**config.mk**
```make
export PLATFORM = sky130hd
export DESIGN_NAME = coso_beat_counter
export DESIGN_NICKNAME = d
export VERILOG_FILES = /design/src/rtl/coso_beat_counter.sv
export SDC_FILE = /design/constraint.sdc
export NUM_CORES = 1
export LEC_CHECK = 0
export BUFFER_PORTS_ARGS = -buffer_cell sky130_fd_sc_hd__buf_2
export CAP_MARGIN = 20
export CORE_MARGIN = 1
export CORE_UTILIZATION = 50
export CTS_CLUSTER_SIZE = 12
export DETAILED_ROUTE_END_ITERATION = 8
export GPL_TIMING_DRIVEN = 0
export PLACE_DENSITY = 0.78
export SYNTH_ARGS = -nofsm -noshare
export SYNTH_HDL_FRONTEND = slang
export SYNTH_SLANG_ARGS = --single-unit
```
**constraint.sdc**
```tcl
create_clock -name clk -period 2.6 [get_ports clk]
set_input_delay 0.26 -clock clk [delete_from_list [all_inputs] [get_ports clk]]
set_output_delay 0.26 -clock clk [all_outputs]
set_load 0.02 [all_outputs]
```
**src/rtl/coso_beat_counter.sv**
```systemverilog
`default_nettype none
// ----------------------------------------------------------------------------
// coso_beat_counter : measures clk cycles between COSO beat rising edges and
// emits the period LSBs as raw random bits over valid/ready.   Rev 1.0
// ----------------------------------------------------------------------------
module coso_beat_counter #(
   parameter int CNT_W       = 16,
   parameter int NB_BITS     = 1,
   parameter int SYNC_STAGES = 2
) (
   input  logic               clk,
   input  logic               clr,
   input  logic               en,
   input  logic               beatIn,
   output logic [NB_BITS-1:0] rndOut,
   output logic [CNT_W-1:0]   cntOut,
   output logic               rndValid,
   input  logic               rndReady,
   output logic               satErr,
   output logic               dropErr
);

   localparam logic [CNT_W-1:0] C_CNT_MAX = '1;
   localparam logic [CNT_W-1:0] C_CNT_ONE = CNT_W'(1);

   typedef enum logic [1:0] {
      IDLE  = 2'd0,
      ARM   = 2'd1,
      COUNT = 2'd2
   } state_t;

   state_t                   state_q;
   logic [SYNC_STAGES-1:0]   sync_q;
   logic                     prev_q;
   logic                     rise_q;
   logic [CNT_W-1:0]         cnt_q;
   logic [NB_BITS-1:0]       rnd_out_q;
   logic [CNT_W-1:0]         cnt_out_q;
   logic                     rnd_valid_q;
   logic                     sat_err_q;
   logic                     drop_err_q;

   logic                     rise_d;
   logic                     cnt_sat_d;
   logic [CNT_W-1:0]         cnt_inc_d;
   logic                     xfer_d;
   logic                     can_load_d;

   // The edge pulse is registered once more so every capture decision sees a
   // clean, glitch-free flop output; this sets the SYNC_STAGES+1 latency.
   assign rise_d     = sync_q[SYNC_STAGES-1] & ~prev_q;
   assign cnt_sat_d  = (cnt_q == C_CNT_MAX);
   assign cnt_inc_d  = cnt_sat_d ? cnt_q : (cnt_q + C_CNT_ONE);
   assign xfer_d     = rnd_valid_q & rndReady;
   assign can_load_d = ~rnd_valid_q | rndReady;

   always_ff @(posedge clk) begin
      if (clr) begin
         state_q     <= IDLE;
         sync_q      <= '0;
         prev_q      <= 1'b0;
         rise_q      <= 1'b0;
         cnt_q       <= '0;
         rnd_out_q   <= '0;
         cnt_out_q   <= '0;
         rnd_valid_q <= 1'b0;
         sat_err_q   <= 1'b0;
         drop_err_q  <= 1'b0;
      end else begin
         sync_q <= {sync_q[SYNC_STAGES-2:0], beatIn};
         prev_q <= sync_q[SYNC_STAGES-1];
         rise_q <= rise_d;

         if (xfer_d) begin
            rnd_valid_q <= 1'b0;
         end

         if (!en) begin
            state_q <= IDLE;
            cnt_q   <= '0;
         end else begin
            case (state_q)
               IDLE: begin
                  state_q <= ARM;
               end
               ARM: begin
                  if (rise_q) begin
                     state_q <= COUNT;
                     cnt_q   <= C_CNT_ONE;
                  end
               end
               COUNT: begin
                  if (rise_q) begin
                     cnt_q <= C_CNT_ONE;
                     // A saturated period carries no entropy worth emitting.
                     if (cnt_sat_d) begin
                        sat_err_q <= 1'b1;
                     end else if (can_load_d) begin
                        cnt_out_q   <= cnt_q;
                        rnd_out_q   <= cnt_q[NB_BITS-1:0];
                        rnd_valid_q <= 1'b1;
                     end else begin
                        drop_err_q <= 1'b1;
                     end
                  end else begin
                     cnt_q <= cnt_inc_d;
                     if (cnt_inc_d == C_CNT_MAX) begin
                        sat_err_q <= 1'b1;
                     end
                  end
               end
               default: begin
                  state_q <= IDLE;
                  cnt_q   <= '0;
               end
            endcase
         end
      end
   end

   assign rndOut   = rnd_out_q;
   assign cntOut   = cnt_out_q;
   assign rndValid = rnd_valid_q;
   assign satErr   = sat_err_q;
   assign dropErr  = drop_err_q;

endmodule
`default_nettype wire

```
==> results of run 1 <==
## sequential cells by signal (all words and copies together), names as in the netlist
register	cells
state_q	2
sync_q	2
rndValid	1
cnt_q	16
satErr	1
cntOut	16
dropErr	1
rise_q	1
prev_q	1
## worst paths after layout
kind,start,endpoint,slack (ns),cells past startpoint
setup / recovery,cnt_q[0]$_SDFFE_PP0P_,satErr$_SDFFE_PP0P_,0.23,8
hold / removal,beatIn,sync_q[0]$_SDFF_PP0_,0.17,2
setup reg to reg,cnt_q[0]$_SDFFE_PP0P_,satErr$_SDFFE_PP0P_,0.23,8
hold reg to reg,prev_q$_SDFF_PP0_,rise_q$_SDFF_PP0_,0.39,1
## area by class of cell
cell class | instances | area (µm²)
clock inverter | 1 | 8.76
clock buffer | 7 | 96.3
buffer | 21 | 109
sequential | 41 | 821
inverter | 6 | 22.5
tap | 50 | 62.6
timing repair buffer | 24 | 120
multi-input combinational | 185 | 1170
fill | 385 | 1620
## per-stage QoR
stage	util (%)	instances	hold slack (ns)	total power [mW]	setup slack, ns
2_1_floorplan	-	253	0.332	0.676	0.585
3_3_place_gp	57.1	327	0.371	0.690	0.125
3_5_place_dp	57.1	327	0.380	0.691	0.159
4_1_cts	59.7	335	0.170	1.15	0.117
5_1_grt	59.9	335	0.173	1.19	0.0456
6_report	59.9	335	0.169	1.15	0.231
## logic make-up (layout without fill, tap and decap cells)
family / count (synthesis) / count (layout) / share of synthesized area, %
flops: 41 / 41 / 38.7
fa+ha+maj: 5 / 5 / 2.95
xor+xnor: 2 / 2 / 0.827
compound gates: 56 / 56 / 17.1
mux: 19 / 19 / 9.04
buf+inv: 27 / 59 / 6.20
simple gates: 103 / 103 / 25.1
## layer usage
layer	part of all wire [%]	vias to the layer above	routed length [µm]	GRT usage, %
li1	-	964	-	-
met1	46	893	2270	32.5
met2	47	63	2320	39.5
met3	5.4	12	269	6.16
met4	1.7	0	85	9.31
met5	0	-	0	0
## where the power goes
group / total [mW] / internal (mW) / switching, mW
sequential: 0.634 / 0.631 / 0.00284
combinational: 0.0428 / 0.0141 / 0.0287
clock: 0.469 / 0.245 / 0.224
## synthesized netlist by cell type (2+ instances only)
master    instances
nor2_1           43
dfxtp_1          41
mux2i_1          18
a21oi_1          17
o21ai_0          13
nand2_1          12
buf_2            11
nand3_1          10
nor3_1            7
inv_1             6
nor2b_1           6
a22oi_1           5
ha_1              5
nand4_1           5
a311oi_1          4
and4_1            4
clkbuf_1          4
a211oi_1          3
a31oi_1           3
and3_1            3
a22o_1            2
buf_1             2
buf_4             2
nor3_4            2
## critical path, cell delays in order, from the launching register on
cell	delay, ns
dfxtp_1	0.46
ha_1	0.29
and3_1	0.17
buf_2	0.17
nand2_2	0.09
nor3_4	0.33
o221ai_1	0.21
or3_1	0.36
o32ai_2	0.20
==> metrics.txt, run 1 <==
DIE AREA roughly 4500 µm²; Layout Skew 0.00767 ns; hpwl dp about 3600 µm; Slew headroom approximately 62%; Area after DPL between 2000 and 2500 µm²; GP Congestion 0.894; Final TNS setup 0 ns; Final min period between 2 and 2.5 ns; DRT antenna net count 0; Max FO, Critical Path 8; CTS Buffer Depth 2; Leakage 0.923 nW; gr ovfl total 0; synthesized cell area between 2000 and 2500 µm²; largest cells by area after synthesis dfxtp_1, mux2i_1, nor2_1, a21oi_1, o21ai_0; DR pass1 iterations 4; Finished Cell Area around 2400 µm²; synth-to-layout area growth 13.9%; Synthesis Warnings 0; commonest non-fill, non-tap cell in the layout nor2_1; PD cells around 480 nW/µm²; DR WL/cell approximately 15 µm; post-cts gate resize count 0; RSZ-0062 raised after global routing no; Post-Syn Area per Cell ~8.4 µm²; crit path DAT roughly 2.6 ns; largest net degree at the start of global routing 14; CP endpoint kind flop; PortBufs 24; Post-synth ARST share 0%; number of synthesized register bits 41; TritonCTS clock tree built; H-Tree Level Count 2; EDFF count, synth 0; Yosys top cell area share between 30% and 40%; period utilisation layout between 90% and 100%; Initial Util a little over half; Die W 67.1 µm; vias per inst about 5.8; status finished clean; Least-Margin Pin Slew ~0.57 ns; Critical Path RT approximately 2.8 ns; clock transition at the registers of the reported paths approximately 0.080 ns; first-pass GRT wire length 8330 µm; Hold-fix buffers, CTS 0; WL final approximately 5000 µm; layout cells sized above 1 around a fifth; commonest non-fill, non-tap cells in the layout nor2_1, dfxtp_1, buf_2, mux2i_1, a21oi_1; std cell rows 23; class of the worst hold path in -> reg; Num CTS Buffers 5; Sink Count between 40 and 50; Slew Viols, Final 0; sequential area share after synthesis 38.7%; endpoints failing setup 0; fmax about 420 MHz; max_cap viols 0; All-Layer GR Usage roughly a quarter; Post-Syn Instances 253; Post-Syn Nets 263; Starting DRT DRC Count roughly 140; number of top-level pins 25; count of cell types in the netlist 49; # diodes 0; crit path launch type flop; clk root buf clkbuf_8; final hold violations 0; Post-CTS Setup Bufs 0; nets 294; VDD IR max roughly 310 µV; DR DRC count 0; chip height about 67 µm; Clk Latency, worst-skew pair 0.30 ns; core area about 4000 µm²; Crit Path Category reg -> reg; top_reg_cell synth dfxtp_1; Synth area leader dfxtp_1; via count approximately 1900; initial antenna violation count 0; vias in the first global route around 1800
Note: power is estimated with default switching activity, not from simulation.
==> run 2, diff against run 1 <==
CORE_MARGIN = 4   (was 1)
PLACE_DENSITY = 0.72   (was 0.78)
==> run 2 against run 1 <==
Sequential share of layout area shrank 0.21 points. Hold slack better by 0.0051 ns. Count of clock-buffer cells in the layout shrank 1. Via count is 2.7% lower. Critical path type unchanged. Largest power group unchanged.
==> metrics.txt, run 2 (synthesis gave the netlist of run 1 again) <==
Max FO, Critical Path 8 (unchanged); synth-to-layout area growth 14.6%; layout cells sized above 1 20.0% (unchanged); Initial Util 52.2% (-0.37 points); number of top-level pins 25 (unchanged); Crit path largest cell delay 0.47 ns (about the same); Least-Margin Pin Slew 0.597 ns (+0.0299 ns); Slew Viols, Final 0 (unchanged); GR Util met3 4.13% (-2.0 points); status finished clean; vias per inst 5.61 (-2.7%); Top Usage Layer GRT met2; crit path DAT 2.56 ns (-0.02 ns); gr ovfl total 0 (unchanged); All-Layer GR Usage 19.9% (-5.2 points); DR pass1 iterations 4 (unchanged); VDD IR max 294 µV (-5.5%); Final min period 2.35 ns (-0.0176 ns); clk root buf clkbuf_8; crit path launch type flop; Num CTS Buffers 5 (unchanged); period utilisation layout 90.4% (-0.68 points); Post-CTS Setup Bufs 0 (unchanged); hpwl dp 3570 µm (+0.28%); fmax 425 MHz (+0.75%); RSZ-0062 raised after global routing no; Starting DRT DRC Count 121 (-12%); endpoints failing setup 0 (unchanged); PortBufs 24 (unchanged); commonest non-fill, non-tap cell in the layout nor2_1; Crit Path Category reg -> reg; hold slack final 0.175 ns (+0.00515 ns); DR DRC count 0 (unchanged); Slew headroom 60.1% (-2.0 points); PD cells 499 nW/µm² (+5.1%); largest net degree at the start of global routing 14 (unchanged); commonest non-fill, non-tap cells in the layout nor2_1, dfxtp_1, buf_2, mux2i_1, a21oi_1; Die W 73.1 µm (+8.9%); final hold violations 0 (unchanged); initial antenna violation count 0 (unchanged); clock transition at the registers of the reported paths 0.08 ns (about the same); Layout Skew 0.00531 ns (-0.00237 ns); Sink Count 41 (unchanged); class of the worst hold path in -> reg; chip height 73.1 µm (+8.9%); met1 track demand over resource 27.2% (-5.3 points); core area 4060 µm² (+0.71%); critical-path cell list ha_1, and3_1, buf_2, nand2_2, nor3_4, o221ai_1, or3_1, o32ai_2; H-Tree Level Count 2 (unchanged); Clk Latency, worst-skew pair 0.29 ns (about the same); nets 294 (unchanged); max_cap viols 0 (unchanged); Slowest-stage cell, CP dfxtp_1; Critical Path RT 2.81 ns (about the same); M2 GR Usage 31.3% (-8.2 points); CTS Buffer Depth 2 (unchanged); vias in the first global route 1662 (-9.0%); WL final 4970 µm (+0.49%); # diodes 0 (unchanged); DR WL/cell 14.8 µm (+0.49%); first-pass GRT wire length 8150 µm (-2.2%); DIE AREA 5340 µm² (+19%); CP endpoint kind flop; Fill cells 379 (-1.6%); GP Congestion 0.907 (+1.5%); Final TNS setup 0 ns (unchanged); TritonCTS clock tree built; via count 1879 (-2.7%); std cell rows 23 (unchanged); DRT antenna net count 0 (unchanged); Leakage 0.926 nW (+0.28%)
[run 2: changes by cell type in the layout (fill, tap and decap cells not counted), sizes merged]
cell	before	now
clkinvlp	0	1
inv	7	6
bufinv	0	1
clkbuf	12	11
[run 2: layout make-up]
type	count	area (µm²)	share of cell area, %
Buffer	21	109	4.48
Clock buffer	6	82.6	3.40
Sequential cell	41	821	33.8
Tap cell	50	62.6	2.58
Inverter	6	22.5	0.928
Clock inverter	2	37.5	1.55
Multi-Input combinational cell	185	1170	48.3
Timing Repair Buffer	24	120	4.95
[run 2: repair_timing]
| action | in CTS | in global routing |
|---|---|---|
| gates resized for setup | 0 | 1 |
| hold endpoints to repair | 0 | 0 |
| hold buffers | 0 | 0 |
| setup endpoints to repair | 0 | 5 |
[run 2: final timing paths]
check / slack (ns) / to / cells past startpoint / from
min: 0.17 / sync_q[0]$_SDFF_PP0_ / 2 / clr
max: 0.25 / satErr$_SDFFE_PP0P_ / 8 / cnt_q[0]$_SDFFE_PP0P_
min reg2reg: 0.39 / rise_q$_SDFF_PP0_ / 1 / prev_q$_SDFF_PP0_
max reg2reg: 0.25 / satErr$_SDFFE_PP0P_ / 8 / cnt_q[0]$_SDFFE_PP0P_
[run 2: layer usage]
metal  part of all wire [%]  up-vias
li1                       -      961
met5                      0        -
met4                    1.3        0
met3                    5.7        6
met1                     48      857
met2                     45       55
[run 2: per-stage QoR]
step                cell area, µm²  instances  utilization (%)  setup slack (ns)  power, mW
finish                        2430        335             59.8             0.248       1.21
global route                  2430        335             59.8            0.0618       1.26
CTS                           2420        335             59.7            0.0419       1.23
detailed placement            2300        327             56.7            0.0644      0.691
global placement              2300        327             56.7             0.116      0.690
floorplan                     2120        253                -             0.585      0.676
[run 2: where the power goes]
part / internal (mW) / total [mW] / switching (mW)
registers: 0.631 / 0.634 / 0.00296
clock network: 0.312 / 0.535 / 0.223
logic: 0.0142 / 0.0427 / 0.0285
[run 2: worst max-delay path, delay by kind of cell (launching register included)]
kind,cells,cell delay [ns]
AOI/OAI and AO/OA,2,0.38
DFF,1,0.47
adders and majority gates,1,0.30
buffers and inverters,1,0.18
and+or+nand+nor,4,0.95
==> run 3, diff against run 2 <==
GPL_TIMING_DRIVEN = 1   (was 0)
==> run 3 against run 2 <==
Setup slack improved by 0.030 ns. Largest power group unchanged. Sequential share of layout area rose by 0.51 points. First-iteration DRC count rose by 28%. Sequential power barely moved. Non-clock buffer count fell by 6. Utilization fell by 0.89 points. Clock power fell by 23%. Clock skew rose by 0.00068 ns.
==> metrics.txt, run 3 (synthesis gave the netlist of run 1 again) <==
status finished clean; class of the worst hold path in -> reg; PortBufs 24 (unchanged); vias per inst 5.77 (+2.9%); Combinational Power Share 4.0% (+0.5 points); worst hold stages 2 (unchanged); Clk Latency, worst-skew pair 0.30 ns (about the same); TritonCTS clock tree built; period utilisation layout 89.3% (-1.1 points); H-Tree Level Count 2 (unchanged); fmax 431 MHz (+1.3%); Leakage 0.901 nW (-2.7%); clock transition at the registers of the reported paths 0.08 ns (about the same); Slew headroom 35.5% (-25 points); synth-to-layout area growth 12.9%; Layout Skew 0.00599 ns (+0.000684 ns); clk root buf clkbuf_8; Initial Util 52.2% (unchanged); switching share of power 23.4% (+2.4 points); VDD IR max 286 µV (-2.7%); GP Congestion 0.919 (+1.3%); final hold violations 0 (unchanged); Max FO, Critical Path 11 (+3); layout cells sized above 1 20.1% (+0.072 points); All-Layer GR Usage 19.8% (-0.063 points); number of top-level pins 25 (unchanged); # diodes 0 (unchanged); met1 track demand over resource 25.4% (-1.8 points); commonest non-fill, non-tap cells in the layout nor2_1, dfxtp_1, buf_2, mux2i_1, a21oi_1; largest net degree at the start of global routing 24 (+10); clock power share 37.7% (-6.5 points); endpoints failing setup 0 (unchanged); initial antenna violation count 0 (unchanged); first-pass GRT wire length 8190 µm (+0.52%); GR Util met3 4.55% (+0.41 points); worst reg2reg setup slack 0.28 ns (+0.03 ns); post-cts gate resize count 0 (unchanged); final design utilization 58.9% (-0.89 points); CP top delay family simple AND/OR/NAND/NOR gates; via count 1899 (+1.1%); Least-Margin Pin Slew 0.964 ns (+0.367 ns); Sink Count 41 (unchanged); crit path DAT 2.54 ns (-0.02 ns); r2r endpoint satErr$_SDFFE_PP0P_; DR WL/cell 14.9 µm (+0.16%); WP buf/inv 0 (-1); Slew Viols, Final 0 (unchanged); hpwl dp 3440 µm (-3.8%); DIE AREA 5340 µm² (unchanged); RSZ-0062 raised after global routing no; WL final 4890 µm (-1.6%); CTS Buffer Depth 2 (unchanged); worst r2r path cells 7 (-1); nets 288 (-2.0%); Slowest-stage cell, CP dfxtp_1; Num CTS Buffers 5 (unchanged); std cell rows 23 (unchanged); max_cap viols 0 (unchanged); chip height 73.1 µm (unchanged); Worst Hold End sync_q[0]$_SDFF_PP0_; core area 4060 µm² (unchanged); Worst R2R Start cnt_q[1]$_SDFFE_PP0P_; M2 GR Usage 31.4% (+0.099 points); crit path launch type flop; Final TNS setup 0 ns (unchanged); Switch Pwr 254 µW (-0.11%); Crit path largest cell delay 0.41 ns (-0.06 ns); Power Total 1.09 mW (-10%); Die W 73.1 µm (unchanged); CP endpoint kind flop; Final min period 2.32 ns (-0.0299 ns); Crit Path Category reg -> reg; DRT antenna net count 0 (unchanged); Internal 832 µW (-13%); PD cells 454 nW/µm² (-9.0%); commonest non-fill, non-tap cell in the layout nor2_1; gr ovfl total 0 (unchanged); Top Usage Layer GRT met2; critical-path cell list ha_1, and3_1, nand2_2, nor3_4, o221ai_1, or3_1, o32ai_2; DR pass1 iterations 4 (unchanged); Hold Startpoint beatIn; Critical Path RT 2.82 ns (about the same); vias in the first global route 1746 (+5.1%); DR DRC count 0 (unchanged); Starting DRT DRC Count 155 (+28%); Reg power frac 58.3% (+6.0 points)
## run 3: area by class of cell
class,instances,area [µm²]
fill,355,1670
clock inverter,3,17.5
timing repair buffer,39,233
sequential,41,821
multi-input combinational,185,1170
clock buffer,5,68.8
inverter,6,22.5
tap,50,62.6
## run 3: per-layer routing
metal	vias to the layer above	wire length [µm]
li1	951	-
met1	873	2270
met2	64	2240
met3	11	279
met4	0	99
met5	-	0
## run 3: power by group through the flow
stage / combinational [mW] / clock, mW / sequential, mW
after detailed placement: 0.0436 / 0 / 0.648
after CTS: 0.0436 / 0.423 / 0.633
after floorplan: 0.0286 / 0 / 0.648
after global placement: 0.0430 / 0 / 0.648
after global routing: 0.0484 / 0.448 / 0.634
final: 0.0431 / 0.410 / 0.633
## run 3: metrics by stage
step                      setup WS (ns)  cells  cell area (µm²)  hold WS, ns
after floorplan                   0.585    253             2120        0.332
after global placement            0.235    318             2280        0.371
after detailed placement          0.198    318             2280        0.377
after CTS                         0.180    326             2370        0.168
after global routing             0.0211    329             2390        0.192
final                             0.278    329             2390        0.172
## run 3: how the worst max path moves through the flow
stage | from | to | cells past startpoint
2_1_floorplan | cnt_q[0]$_SDFFE_PP0P_ | satErr$_SDFFE_PP0P_ | 8
3_3_place_gp | cnt_q[1]$_SDFFE_PP0P_ | cntOut[1]$_SDFFE_PP0P_ | 7
3_5_place_dp | cnt_q[1]$_SDFFE_PP0P_ | satErr$_SDFFE_PP0P_ | 7
4_1_cts | cnt_q[1]$_SDFFE_PP0P_ | satErr$_SDFFE_PP0P_ | 7
5_1_grt | cnt_q[1]$_SDFFE_PP0P_ | satErr$_SDFFE_PP0P_ | 7
6_report | cnt_q[1]$_SDFFE_PP0P_ | satErr$_SDFFE_PP0P_ | 7
## run 3: what timing repair did
item,4_1_cts,5_1_grt
setup buffers,0,3
endpoints found under the setup margin,0,5
hold buffers,0,0
